**config.mk**
```make
export PLATFORM = sky130hd
export DESIGN_NAME = axis_rr_arbiter
export DESIGN_NICKNAME = d
export VERILOG_FILES = /design/src/rtl/axis_arb_pkg.sv /design/src/rtl/axis_rr_pick.sv /design/src/rtl/axis_rr_arbiter.sv
export SDC_FILE = /design/constraint.sdc
export NUM_CORES = 1
export LEC_CHECK = 0
export CELL_PAD_IN_SITES_DETAIL_PLACEMENT = 2
export CELL_PAD_IN_SITES_GLOBAL_PLACEMENT = 2
export CORE_UTILIZATION = 17
export DETAILED_ROUTE_END_ITERATION = 8
export PLACE_DENSITY_LB_ADDON = 0.1
export SYNTH_ARGS = -nofsm -noshare
export SYNTH_HDL_FRONTEND = slang
export SYNTH_SLANG_ARGS = --single-unit
```
**constraint.sdc**
```tcl
create_clock -name clk -period 1.1 [get_ports clk]
set_input_delay 0.22 -clock clk [delete_from_list [all_inputs] [get_ports clk]]
set_output_delay 0.22 -clock clk [all_outputs]
set_load 0.05 [all_outputs]
```
**src/rtl/axis_arb_pkg.sv**
```systemverilog
// Shared types and helpers for the round-robin AXI-Stream arbiter.
// Optional back-to-back forwarding is enabled by defining AXIS_ARB_B2B_EN.
package axis_arb_pkg;

    localparam int unsigned ARB_MAX_SRC = 8;

    typedef enum logic {
        StIdle,
        StSend
    } arb_state_e;

    // Tag width for a source index; never narrower than one bit.
    function automatic int unsigned src_w_calc(input int unsigned n);
        return (n <= 2) ? 1 : $clog2(n);
    endfunction

endpackage

```
**src/rtl/axis_rr_pick.sv**
```systemverilog
// Combinational rotating-priority picker: first requester at or after ptr wins.
module axis_rr_pick #(
    parameter int unsigned NUM_SRC = 2,
    parameter int unsigned SRC_W   = 1
) (
    input  logic [NUM_SRC-1:0] req,
    input  logic [SRC_W-1:0]   ptr,
    output logic [NUM_SRC-1:0] gnt_onehot,
    output logic [SRC_W-1:0]   gnt_idx,
    output logic               any
);

    logic [SRC_W-1:0] idx;
    logic             found;

    always_comb begin
        gnt_onehot = '0;
        gnt_idx    = '0;
        idx        = '0;
        found      = 1'b0;
        any        = |req;
        for (int unsigned k = 0; k < NUM_SRC; k++) begin
            idx = SRC_W'((32'(ptr) + k) % NUM_SRC);
            if (!found && req[idx]) begin
                found           = 1'b1;
                gnt_idx         = idx;
                gnt_onehot[idx] = 1'b1;
            end
        end
    end

endmodule

```
**src/rtl/axis_rr_arbiter.sv**
```systemverilog
// Round-robin arbiter merging NUM_SRC AXI-Stream sources into one tagged output register.
// Define AXIS_ARB_B2B_EN to accept a new word in the same cycle the held word leaves.
module axis_rr_arbiter
    import axis_arb_pkg::*;
#(
    parameter  int unsigned NUM_SRC = 2,
    parameter  int unsigned DATA_W  = 16,
    localparam int unsigned SRC_W   = src_w_calc(NUM_SRC)
) (
    input  logic                      clk,
    input  logic                      rst,
    input  logic [NUM_SRC*DATA_W-1:0] s_axis_data,
    input  logic [NUM_SRC-1:0]        s_axis_valid,
    output logic [NUM_SRC-1:0]        s_axis_ready,
    output logic [DATA_W-1:0]         m_axis_data,
    output logic                      m_axis_valid,
    input  logic                      m_axis_ready,
    output logic [SRC_W-1:0]          m_axis_src
);

    arb_state_e       state_q;
    logic [SRC_W-1:0] rr_ptr_q;
    logic [NUM_SRC-1:0] gnt_onehot;
    logic [SRC_W-1:0] gnt_idx;
    logic             any_req;
    logic [SRC_W-1:0] ptr_next;
    logic [DATA_W-1:0] win_data;

    axis_rr_pick #(
        .NUM_SRC(NUM_SRC),
        .SRC_W  (SRC_W)
    ) u_pick (
        .req       (s_axis_valid),
        .ptr       (rr_ptr_q),
        .gnt_onehot(gnt_onehot),
        .gnt_idx   (gnt_idx),
        .any       (any_req)
    );

    always_comb begin
        ptr_next = (gnt_idx == SRC_W'(NUM_SRC - 1)) ? '0 : gnt_idx + 1'b1;
        win_data = s_axis_data[32'(gnt_idx)*DATA_W +: DATA_W];
    end

    // gnt_onehot is zero when nothing requests, so it doubles as the ready vector.
    always_comb begin
        s_axis_ready = '0;
        if (!rst) begin
            unique case (state_q)
                StIdle: s_axis_ready = gnt_onehot;
`ifdef AXIS_ARB_B2B_EN
                StSend: s_axis_ready = m_axis_ready ? gnt_onehot : '0;
`else
                StSend: s_axis_ready = '0;
`endif
                default: s_axis_ready = '0;
            endcase
        end
    end

    always_ff @(posedge clk) begin
        if (rst) begin
            state_q      <= StIdle;
            rr_ptr_q     <= '0;
            m_axis_valid <= 1'b0;
            m_axis_data  <= '0;
            m_axis_src   <= '0;
        end else begin
            unique case (state_q)
                StIdle: begin
                    if (any_req) begin
                        m_axis_data  <= win_data;
                        m_axis_src   <= gnt_idx;
                        m_axis_valid <= 1'b1;
                        rr_ptr_q     <= ptr_next;
                        state_q      <= StSend;
                    end
                end
                StSend: begin
                    if (m_axis_ready) begin
`ifdef AXIS_ARB_B2B_EN
                        if (any_req) begin
                            m_axis_data <= win_data;
                            m_axis_src  <= gnt_idx;
                            rr_ptr_q    <= ptr_next;
                        end else begin
                            m_axis_valid <= 1'b0;
                            state_q      <= StIdle;
                        end
`else
                        m_axis_valid <= 1'b0;
                        state_q      <= StIdle;
`endif
                    end
                end
                default: state_q <= StIdle;
            endcase
        end
    end

endmodule

```
==> metrics <==
synthesized flop and latch total 20; clk root buf clkbuf_8; hold_sp s_axis_valid[0]; global route overflow 0; Post-Syn Instances 98; RSZ-0062 raised after global routing yes; post-synthesis sequential area ratio 43.6%; crit path max fanout 2; Layout area overhead 126%; Hold Path Class in -> reg; worst r2r src rr_ptr_q; ranking of synthesized cells by area dfxtp_1 (44%), a311oi_1 (9.5%), a221o_1 (6.5%), o21ai_0 (6.0%), nand3_1 (5.4%); via count 1088; Die Span Y 75.5 um; Final HPWL DP 2.85 mm; gr usage total between 10% and 20%; synthesized area a little over 900 um2; Slowest cell on crit path dfxtp_2; Power Density about 1300 mW/mm2; pin count of the biggest net entering global routing 13; endpoints failing hold 0; Buf+Inv Stages, Crit Path 2; Final Slew Violations 0; library cells used by synthesis 24; failing checks setup timing; CP top delay family simple AND/OR/NAND/NOR gates; Port Buf Inserts 56; Leak Pwr 0.808 nW; first-pass GRT wire length 6.30 mm; status finished with violations; Final setup viols 19; Tcrit/Tclk final 138%; Syn Nets 135; vias in the first global route roughly 1200; Fmax 660 MHz; clock tree sinks 20; CP Cell Sequence and2b_2, nor4_4, buf_6, buf_12; slew margin rel. approximately 80%; R2R depth 6; r2r endpoint m_axis_data[4]; Worst Setup Start Kind flop; die footprint between 0.005 and 0.006 mm2; post-layout util 40.3%; Final Wtd Congestion 0.691; First DRT Iteration DRCs 12; drt pass-1 iters 4; CTS buffer count 3; Longest Clk Path Bufs 2; max incr delay on CP between 0.3 and 0.4 ns; Residual DRC 0; Tmin final 1.52 ns; Synth Area per Inst 9.37 um2; Avg WL per Cell 17.2 um; Synth area leader dfxtp_1; # rows 26; Clk pin slew, worst setup/hold paths 0.08 ns; clk_skew about 0.0063 ns; CTS tree yes; initial antenna violation count 0; Max Cap Viol 0; CP endpoint kind primary output; WHS Path Cells 2; clk_lat worst skew 0.27 ns; worst slack at placement -0.644 ns; Slew @ Worst Pin 0.305 ns; Fin Setup TNS -5.85 ns; ratio of cells with drive above 1 in the final layout 37.2%; H-tree lvl count 1; setup slack after layout -0.416 ns; Die X 75.5 um; Tot Pwr 0.00267 W; number of flops mapped to enable cells by yosys 0; Crit Path Category reg -> out; main flop type after synthesis dfxtp_1; count leader, synth dfxtp_1; synth cell count leaders dfxtp_1 (20), nor2_1 (12), o21ai_0 (11); nets 210; Synth async-reset ratio 0%; total core area ~0.0051 mm2; mean number of vias per cell 4.50; Ant. Diodes 0; Final Non-Filler Cells 242; Synth Warn # 0; Yosys top cell area share between 40% and 50%; Critical Path RT 0.88 ns; Post-DRT Antenna Nets 0; crit path DAT between 1 and 1.5 ns; Initial Util around 18%; Routed WL around 4.2 mm; IO Count 57; R2R Setup Slk -0.34 ns; WHS Endpoint state_q; maximum vdd drop 743 uV; dpl cells 228
-- cell type report --
cell class	instances	area, um2
clock inverter	1	30.0
tap	70	87.6
multi-input combinational	68	515
clock buffer	3	41.3
timing repair buffer	79	988
fill	578	3070
sequential	20	405
inverter	1	3.75
-- worst max path at each step --
stage               startpoint              end  slack, ns  cells past startpoint
2_1_floorplan         rr_ptr_q  m_axis_data[10]      -0.43                      3
3_3_place_gp   s_axis_valid[0]   m_axis_data[4]      -0.59                      5
3_5_place_dp   s_axis_valid[0]  s_axis_ready[0]      -0.64                      4
4_1_cts               rr_ptr_q  s_axis_ready[1]      -0.43                      4
5_1_grt               rr_ptr_q  s_axis_ready[1]      -0.46                      4
6_report              rr_ptr_q  s_axis_ready[1]      -0.42                      4
-- registers in the layout, summed over array words and instances, names as in the netlist --
register      flops
m_axis_valid      1
state_q           1
m_axis_data      16
rr_ptr_q          1
m_axis_src        1
-- power breakdown --
group / leakage [nW] / switching [W] / total [W] / internal, W
combinational: 0.606 / 0.000480 / 0.00104 / 0.000557
clock: 0.0357 / 0.000271 / 0.000758 / 0.000486
sequential: 0.167 / 0.0000782 / 0.000873 / 0.000795
total: 0.808 / 0.000829 / 0.00267 / 0.00184
-- cells in the final DEF (no fill, tap or decap), types with 3 or more instances in the layout --
master,count
a221o_1,6
clkdlybuf4s50_1,33
o21ai_2,7
a311oi_1,10
nor2_1,12
buf_6,7
dlygate4sd2_1,3
nor3b_1,6
buf_12,22
nand3_1,10
dfxtp_1,18
buf_4,13
clkbuf_8,3
-- per-stage QoR --
step,cell area [um2],hold slack (ns)
finish,2070,0.384
global placement,1830,0.502
global route,2070,0.404
CTS,2020,0.371
floorplan,927,0.352
detailed placement,1830,0.527
-- timing repair --
| item | CTS | global route |
|---|---|---|
| resized for setup | 30 | 9 |
| hold buffers | 0 | 0 |
| cloned | 2 | 0 |
| pin swaps | 10 | 8 |
| setup buffers | 6 | 2 |
| endpoints found under the setup margin | 20 | 20 |
-- logic make-up after synthesis --
family / Yosys count / share of synthesized area, %
simple gates: 35 / 21.9
compound gates: 32 / 26.3
flops: 20 / 43.6
buf+inv: 11 / 8.17
-- per-layer routing --
| layer | vias to the layer above | share of wire [%] | GRT usage [%] |
|---|---|---|---|
| li1 | 520 | - | - |
| met1 | 541 | 38 | 16.5 |
| met3 | 5 | 3.5 | 3.31 |
| met4 | 0 | 0.86 | 4.32 |
| met5 | - | 0 | 0 |
| met2 | 22 | 57 | 29.5 |
(Power assumes the default switching activity.)
